<file path="src/rtl/enc4to2_debounce_if.sv">
// Bus bundle for the debounced 4-to-2 priority encoder.
// Handshake: valid is a one-cycle pulse with no ready/backpressure. The consumer
// must take code/multi in the cycle valid is high. code and multi stay stable
// between pulses. dbg_state mirrors the encoder FSM state so checkers can bind to it.
interface enc4to2_debounce_if;
  logic       en;
  logic [3:0] d;
  logic [1:0] code;
  logic       valid;
  logic       multi;
  logic       busy;
  logic [1:0] dbg_state;

  modport master (
    output en, d,
    input  code, valid, multi, busy, dbg_state
  );

  modport slave (
    input  en, d,
    output code, valid, multi, busy, dbg_state
  );
endinterface

</file>
<file path="src/rtl/enc4to2_debounce.sv">
// Sequential 4-to-2 priority encoder with per-line synchronizer and stability
// filter. A nonzero pattern must hold STABLE_CNT synchronized cycles to be
// accepted (one valid pulse). It must then read zero for STABLE_CNT cycles
// before another press can be captured.
module enc4to2_debounce #(
  parameter int STABLE_CNT = 4,
  parameter int CNT_W      = 8
) (
  input logic            clk,
  input logic            rst,
  enc4to2_debounce_if.slave bus
);

  typedef enum logic [1:0] {
    IDLE    = 2'd0,
    SETTLE  = 2'd1,
    HELD    = 2'd2,
    RELEASE = 2'd3
  } state_t;

  // The entry cycle of SETTLE/RELEASE counts as 1, so the last count is STABLE_CNT-1.
  // With STABLE_CNT=1 that would be 0, which a counter starting at 1 never reaches.
  // ONE_SHOT makes the exit happen on the edge after entry in that case.
  localparam logic [CNT_W-1:0] CNT_ONE  = CNT_W'(1);
  localparam logic [CNT_W-1:0] CNT_LAST = CNT_W'(STABLE_CNT - 1);
  localparam bit               ONE_SHOT = (STABLE_CNT == 1);

  state_t           state, state_n;
  logic [3:0]       sync1, d_s;
  logic [3:0]       snap, snap_n;
  logic [CNT_W-1:0] cnt, cnt_n;
  logic [1:0]       code_r, code_n;
  logic             multi_r, multi_n;
  logic             valid_r, valid_n;
  logic             cnt_done;

  // Highest set bit wins; an all-zero word never reaches this (snap is nonzero when used).
  function automatic logic [1:0] enc(input logic [3:0] v);
    logic [1:0] r;
    if (v[3])      r = 2'd3;
    else if (v[2]) r = 2'd2;
    else if (v[1]) r = 2'd1;
    else           r = 2'd0;
    return r;
  endfunction

  // More than one bit set: clearing the lowest set bit leaves something behind.
  function automatic logic multi_of(input logic [3:0] v);
    return (v & (v - 4'd1)) != 4'd0;
  endfunction

  // Two-flop synchronizer on the raw request lines.
  always_ff @(posedge clk or posedge rst) begin
    if (rst) begin
      sync1 <= 4'b0000;
      d_s   <= 4'b0000;
    end else begin
      sync1 <= bus.d;
      d_s   <= sync1;
    end
  end

  // State, filter counter, snapshot and latched outputs.
  always_ff @(posedge clk or posedge rst) begin
    if (rst) begin
      state   <= IDLE;
      snap    <= 4'b0000;
      cnt     <= '0;
      code_r  <= 2'b00;
      multi_r <= 1'b0;
      valid_r <= 1'b0;
    end else begin
      state   <= state_n;
      snap    <= snap_n;
      cnt     <= cnt_n;
      code_r  <= code_n;
      multi_r <= multi_n;
      valid_r <= valid_n;
    end
  end

  assign cnt_done = ONE_SHOT || (cnt == CNT_LAST);

  // Next-state and next-output logic. en only matters in IDLE and SETTLE.
  always_comb begin
    state_n = state;
    snap_n  = snap;
    cnt_n   = cnt;
    code_n  = code_r;
    multi_n = multi_r;
    valid_n = 1'b0;
    case (state)
      IDLE: begin
        if (bus.en && (d_s != 4'b0000)) begin
          snap_n  = d_s;
          cnt_n   = CNT_ONE;
          state_n = SETTLE;
        end
      end
      SETTLE: begin
        if (!bus.en || (d_s == 4'b0000)) begin
          state_n = IDLE;
        end else if (d_s != snap) begin
          // A new pattern, such as a later rising higher bit, restarts the filter.
          snap_n = d_s;
          cnt_n  = CNT_ONE;
        end else if (cnt_done) begin
          state_n = HELD;
          code_n  = enc(snap);
          multi_n = multi_of(snap);
          valid_n = 1'b1;
        end else begin
          cnt_n = cnt + CNT_ONE;
        end
      end
      HELD: begin
        if (d_s == 4'b0000) begin
          cnt_n   = CNT_ONE;
          state_n = RELEASE;
        end
      end
      RELEASE: begin
        if (d_s != 4'b0000) begin
          state_n = HELD;
        end else if (cnt_done) begin
          state_n = IDLE;
        end else begin
          cnt_n = cnt + CNT_ONE;
        end
      end
      default: state_n = IDLE;
    endcase
  end

  assign bus.code      = code_r;
  assign bus.multi     = multi_r;
  assign bus.valid     = valid_r;
  assign bus.busy      = (state != IDLE);
  assign bus.dbg_state = state;

endmodule

</file>
<file path="src/flat_wrapper.sv">
// flat-port wrapper written by rule: the top's interface ports become plain ports
module enc4to2_debounce_flat 
#(
  parameter int STABLE_CNT = 4,
  parameter int CNT_W      = 8
)
  (clk, rst, bus_en, bus_d, bus_code, bus_valid, bus_multi, bus_busy, bus_dbg_state);
  enc4to2_debounce_if bus_i ();
  input logic clk;
  input logic rst;
  input wire logic [$bits(bus_i.en)-1:0] bus_en;
  input wire logic [$bits(bus_i.d)-1:0] bus_d;
  output wire logic [$bits(bus_i.code)-1:0] bus_code;
  output wire logic [$bits(bus_i.valid)-1:0] bus_valid;
  output wire logic [$bits(bus_i.multi)-1:0] bus_multi;
  output wire logic [$bits(bus_i.busy)-1:0] bus_busy;
  output wire logic [$bits(bus_i.dbg_state)-1:0] bus_dbg_state;
  assign bus_i.en = bus_en;
  assign bus_i.d = bus_d;
  assign bus_code = bus_i.code;
  assign bus_valid = bus_i.valid;
  assign bus_multi = bus_i.multi;
  assign bus_busy = bus_i.busy;
  assign bus_dbg_state = bus_i.dbg_state;
  enc4to2_debounce #(.STABLE_CNT(STABLE_CNT), .CNT_W(CNT_W)) u_core (.clk(clk), .rst(rst), .bus(bus_i));
endmodule
</file>
<file path="config.mk">
export PLATFORM = sky130hd
export DESIGN_NAME = enc4to2_debounce_flat
export DESIGN_NICKNAME = d
export VERILOG_FILES = /design/src/rtl/enc4to2_debounce_if.sv /design/src/rtl/enc4to2_debounce.sv /design/src/flat_wrapper.sv
export SDC_FILE = /design/constraint.sdc
export NUM_CORES = 1
export LEC_CHECK = 0
export ABC_AREA = 1
export BUFFER_PORTS_ARGS = -buffer_cell sky130_fd_sc_hd__buf_2
export CAP_MARGIN = 0
export CORE_ASPECT_RATIO = 0.7
export CORE_MARGIN = 3
export CORE_UTILIZATION = 57
export DETAILED_ROUTE_END_ITERATION = 10
export GPL_TIMING_DRIVEN = 0
export PLACE_DENSITY_LB_ADDON = 0.05
export SKIP_CTS_REPAIR_TIMING = 1
export SLEW_MARGIN = 10
export SYNTH_ARGS = -nofsm -noshare
export SYNTH_HDL_FRONTEND = slang
export SYNTH_SLANG_ARGS = --single-unit
export TNS_END_PERCENT = 50
</file>
<file path="constraint.sdc">
create_clock -name clk -period 1.7 [get_ports clk]
set_input_delay 0.085 -clock clk [delete_from_list [all_inputs] [get_ports clk]]
set_output_delay 0.085 -clock clk [all_outputs]
set_load 0.01 [all_outputs]
</file>
# After elaboration in Yosys (flattened, before gate mapping)
# Index checks and enable logic that the tools add are counted.
# word_totals
register_bits,26
inputBits,7
out_inout_bits,7
wordCells,65
# classes
add_sub_neg,2
n_eq_ne,13
n_mux,26
bitwise,3
n_reduce_logical,13
# op_table
operator,count
$mux W8,6
$pmux W8 S4,1
$mux W2,9
$mux W4,3
$reduce_and A4 Y1,3
$add A8 B1 Y8 const B,1
$eq A8 B2 Y1 const B,1
$pmux W2 S4,1
$pmux W4 S2,1
$reduce_bool A4 Y1,2
$ne A2 B1 Y1 const B,3
$ne A3 B1 Y1 const B,2
$mux W1,5
$reduce_and A5 Y1,1
$and A4 B4 Y4,1
$eq A2 B2 Y1 const B,2
$logic_not A4 Y1,1
$ne A2 B2 Y1 const B,2
$ne A4 B4 Y1,1
$reduce_bool A2 Y1,2
$sub A4 B1 Y4 const B,1
$ne A3 B2 Y1 const B,1
$eq A2 B1 Y1 const B,1
$logic_not A2 Y1,1
other kinds (4),5

# Depth between registers and ports, before layout
# logic_depth
depth_word,5
ltp_mapped,10
depth_no_buf,10

# Worst setup path after synthesis
# No wires, ideal clock.
# synth_timing
kind,reg2reg
start,"register u_core.state[1], in the netlist u_core.bus.dbg_state[1]"
end,register u_core.cnt[3]
setup_ns,0.119
arrival_ns,1.226
t_required_ns,1.581
slack_ns,0.355
path_stages_with_launch,8
n_path_buf,2
synth_period_minus_slack_ns,1.345
cell_sequence,dfrtp_1 -> buf_2 -> nor2_2 -> nand2_4 -> nand2_4 -> buf_6 -> a21boi_1 -> nor2_1
# synth_via
elab_chain_cells,3
elab_cells_between_ends,10
cone_classes,eq/ne: 7; mux: 1; reduce/logical: 2
# synth_lines
element,line,source
from (decl),enc4to2_debounce.sv:28,"state_t state, state_n;"
from (signal assigned),enc4to2_debounce.sv:73,state <= state_n;
"$eq A2 B2 Y1, or another cell as far along",enc4to2_debounce.sv:92,case (state)
$ne A2 B2 Y1 (no source line) or $ne A2 B1 Y1 (tied branches),-,
$reduce_and A4 Y1 (no source line),-,
to (signal assigned),enc4to2_debounce.sv:75,cnt <= cnt_n;
to (decl),enc4to2_debounce.sv:31,"logic [CNT_W-1:0] cnt, cnt_n;"
# Several ways; a longest one is shown, not always the timed one.
# A chain may end at the register's enable or synchronous reset.

# Worst setup path in the final report
# layout_timing
start,register u_core.cnt[0]
end,register u_core.cnt[6]
# layout_via
elab_chain_cells,5
elab_cells_between_ends,7
cone_classes,add/sub: 1; eq/ne: 1; mux: 5
# layout_lines
element,line,source
$add A8 B1 Y8 or $eq A8 B2 Y1 (tied branches),"enc4to2_debounce.sv:113, enc4to2_debounce.sv:128, enc4to2_debounce.sv:82",
$mux W8 *,"enc4to2_debounce.sv:107, enc4to2_debounce.sv:125",
$mux W8,enc4to2_debounce.sv:103,end else if (d_s != snap) begin
$mux W8,enc4to2_debounce.sv:101,if (!bus.en || (d_s == 4'b0000)) begin
$pmux W8 S4 *,enc4to2_debounce.sv:92,
# Every way passes the cells marked *; elsewhere a longest branch is shown, timed or not. The select of a mux whose other input is x is not followed.

==> impl_results.md <==
* Global-route wire length before repair at 4090 um
* DR pass1 iterations at 4
* Net count after synthesis at 186
* Worst Hold Class: in -> async
* Met2 global-route usage at 27.0%
* Antenna viol nets, final at 0
* Synth-to-Final Area Change at 14.4%
* Crit Path Category: reg -> reg
* Die height at 47.1 um
* Sw Pwr at 0.935 mW
* Global route hottest layer: met2
* Largest net degree at the start of global routing at 27
* Sw frac at 40.8%
* Final period utilization at 87.1%
* Clk buf depth at 2
* M1 GR Usage at 26.6%
* Cell area after synthesis at 1370 um2
* Die area at 3040 um2
* Layout cells sized above 1 at 16.6%
* Number of setup violations in the final report at 0
* VDD IR max at 0.947 mV
* Routed WL at 2560 um
* RePlAce Congestion at 0.921
* Clock Sinks at 26
* CTS tree: done
* Clock root buffer: clkbuf_4
* Setup crit end kind: flip-flop
* Initial Util at 61.8%
* IO Count at 14
* Vias in the first global route at 938
* Diodes inserted at 0
* Setup crit start kind: flip-flop
* Via count at 1144
* Synth unique cells at 28
* Core region area at 2220 um2
* Num rows at 14
* Avg Cell Area, Syn at 7.72 um2
* RSZ-0062 raised after global routing: no
* GR Util All Layers at 18.0%
* Crit path DAT at 1.72 ns
* Final Power at 2.29 mW
* Outcome: complete, but fails checks
* Hold Fails Final Rpt at 26
* R2R Path Start: u_core.cnt[0]$_DFFE_PP0P_
* IO Port Bufs at 13
* Failing checks: hold timing
* Die Wd at 64.7 um
* Routed length per instance at 11.1 um
* Final Max Slew Viols at 0
* Clk Latency, worst-skew pair at 0.32 ns
* Area fraction of the dominant cell type after synthesis at 47.4%
* Warnings from Yosys at 0
* Post-DP HPWL at 1900 um
* Post-DR vias/cell at 4.95
* DR DRC count at 0
* Fill cell count at 193
* Combinational power share at 42.4%
* Area leader, netlist: dfrtp_1
* Worst Clk Skew at 0.00867 ns
* # nets final at 208
* Lkg Pwr at 0.844 nW
* Worst path required time at 1.93 ns
* Sequential Power Share at 39.2%
* Hold WS at -0.0521 ns
* Worst Path Max Fanout at 4
* GR met3 Demand/Resource at 5.02%
* Clock-pin transition on the worst setup and hold timing paths at 0.14 ns
* Number of synthesized register bits at 26
* Initial antenna violation count at 0
* FMAX at 675 MHz
* Worst-Margin Slew at 0.950 ns
* Grt ovf at 0
* Clock share of power at 18.4%
* Post-synthesis sequential area ratio at 47.4%
* Max cap viols at 0
* CTS buffer count at 3
* 1st-iter DRT viols at 109
* CP startpoint: u_core.cnt[0]$_DFFE_PP0P_
* Pint at 1.36 mW
* Pwr per Cell Area at 1460 nW/um2
* Setup TNS at 0 ns
* H-tree depth at 1
* Min cycle time layout at 1.48 ns
* Largest cells by area after synthesis: dfrtp_1 (47%), nand2_1 (16%), inv_1 (6.6%)
* Max_slew headroom at 36.6%
* Synthesized instance count at 178
## flip-flops by register name, indices dropped and copies added (netlist names)
register / count
u_core.bus.multi: 1
u_core.bus.code: 2
u_core.cnt: 8
u_core.bus.dbg_state: 2
u_core.d_s: 4
u_core.snap: 4
u_core.bus.valid: 1
u_core.sync1: 4
## power groups by stage
stage	clock network, mW	registers [mW]	logic [mW]
final	0.421	0.900	0.972
after global routing	0.469	0.924	1.12
after CTS	0.439	0.899	0.973
after detailed placement	0	0.913	0.962
after global placement	0	0.905	0.928
after floorplan	0	0.912	0.724
## critical path, cell delays in order, from the launching register on
cell and delay, ns:
dfrtp_1 0.41, ha_1 0.22, nand2_1 0.10, nor2_2 0.19, inv_2 0.08, nand2_1 0.08
inv_1 0.05, nand2_2 0.12, nand2_1 0.06, nand2_1 0.05, inv_1 0.03
## cells in the final DEF, fill, tap and decap left out
cell type	count
o21ai_0	5
nor2_4	1
dlygate4sd3_1	4
ha_1	1
xor2_1	1
inv_2	1
nand2_1	60
inv_1	24
a21o_1	1
nand4_1	2
o211ai_1	1
nand3b_1	1
nor3b_1	1
nand2_2	1
nand3_4	1
bufinv_16	1
nor3_1	1
buf_2	14
clkbuf_4	3
nor2_2	4
nor2_1	16
dfrtp_1	26
a31oi_1	1
a21oi_1	4
nand3_1	11
nand3_2	2
nand2_4	2
a21oi_2	2
buf_6	1
a21boi_1	1
o21ai_1	5
## metrics by stage
| step | worst slack [ns] | area, um2 | util [%] | instances |
|---|---|---|---|---|
| final | 0.220 | 1570 | 70.6 | 231 |
| after floorplan | 0.355 | 1370 | - | 178 |
| after global placement | 0.248 | 1480 | 66.5 | 223 |
| after CTS | 0.215 | 1530 | 68.8 | 227 |
| after global routing | 0.0817 | 1570 | 70.6 | 231 |
| after detailed placement | 0.244 | 1480 | 66.5 | 223 |
## area by class of cell
| class | instances | area [um2] | area share (%) |
|---|---|---|---|
| flip-flops and latches | 26 | 651 | 41.4 |
| clock inverters | 1 | 30.0 | 1.91 |
| plain buffers | 2 | 16.3 | 1.04 |
| inverters | 25 | 93.8 | 5.97 |
| multi-input cells | 125 | 613 | 39.0 |
| clock buffers | 3 | 22.5 | 1.43 |
| repair buffers | 17 | 105 | 6.69 |
| well taps | 32 | 40.0 | 2.55 |
## cell usage after synthesis
| cell | instances |
|---|---|
| nand4_1 | 2 |
| nand3_2 | 2 |
| a21o_1 | 1 |
| nor2_1 | 16 |
| nand2_4 | 2 |
| a21oi_1 | 4 |
| a31oi_1 | 1 |
| o21ai_1 | 5 |
| nand3_4 | 1 |
| inv_1 | 24 |
| nand3_1 | 11 |
| nand3b_1 | 1 |
| nor3_1 | 1 |
| nand2_2 | 1 |
| a21boi_1 | 1 |
| buf_6 | 1 |
| xor2_1 | 1 |
| a21oi_2 | 2 |
| dfrtp_1 | 26 |
| buf_2 | 1 |
| nor2_4 | 1 |
| inv_2 | 1 |
| o211ai_1 | 1 |
| o21ai_0 | 5 |
| ha_1 | 1 |
| nor3b_1 | 1 |
| nor2_2 | 4 |
| nand2_1 | 60 |
## layer usage
| metal | share of wire (%) | wire (um) |
|---|---|---|
| met1 | 50 | 1280 |
| met2 | 45 | 1140 |
| met5 | 0 | 0 |
| met3 | 5.3 | 135 |
| met4 | 0.16 | 4 |
## worst paths after layout
kind	end	slack, ns	depth (start not counted)
setup / recovery	u_core.cnt[6]$_DFFE_PP0P_	0.22	10
hold / removal	u_core.snap[1]$_DFFE_PP0P_	-0.05	2
setup reg to reg	u_core.cnt[6]$_DFFE_PP0P_	0.22	10
hold reg to reg	u_core.d_s[1]$_DFF_PP0_	0.37	0
max in group asynchronous	u_core.sync1[3]$_DFF_PP0_	1.18	2
min in group clk	u_core.snap[3]$_DFFE_PP0P_	0.21	5
## logic make-up after synthesis
kind of cell,Yosys count,share of synthesized area [%]
simple gates,103,34.6
buf+inv,27,8.01
flops,26,47.4
compound gates,20,8.47
xor+xnor,1,0.638
fa+ha+maj,1,0.911
No activity file was read; power rests on OpenSTA's default activity.
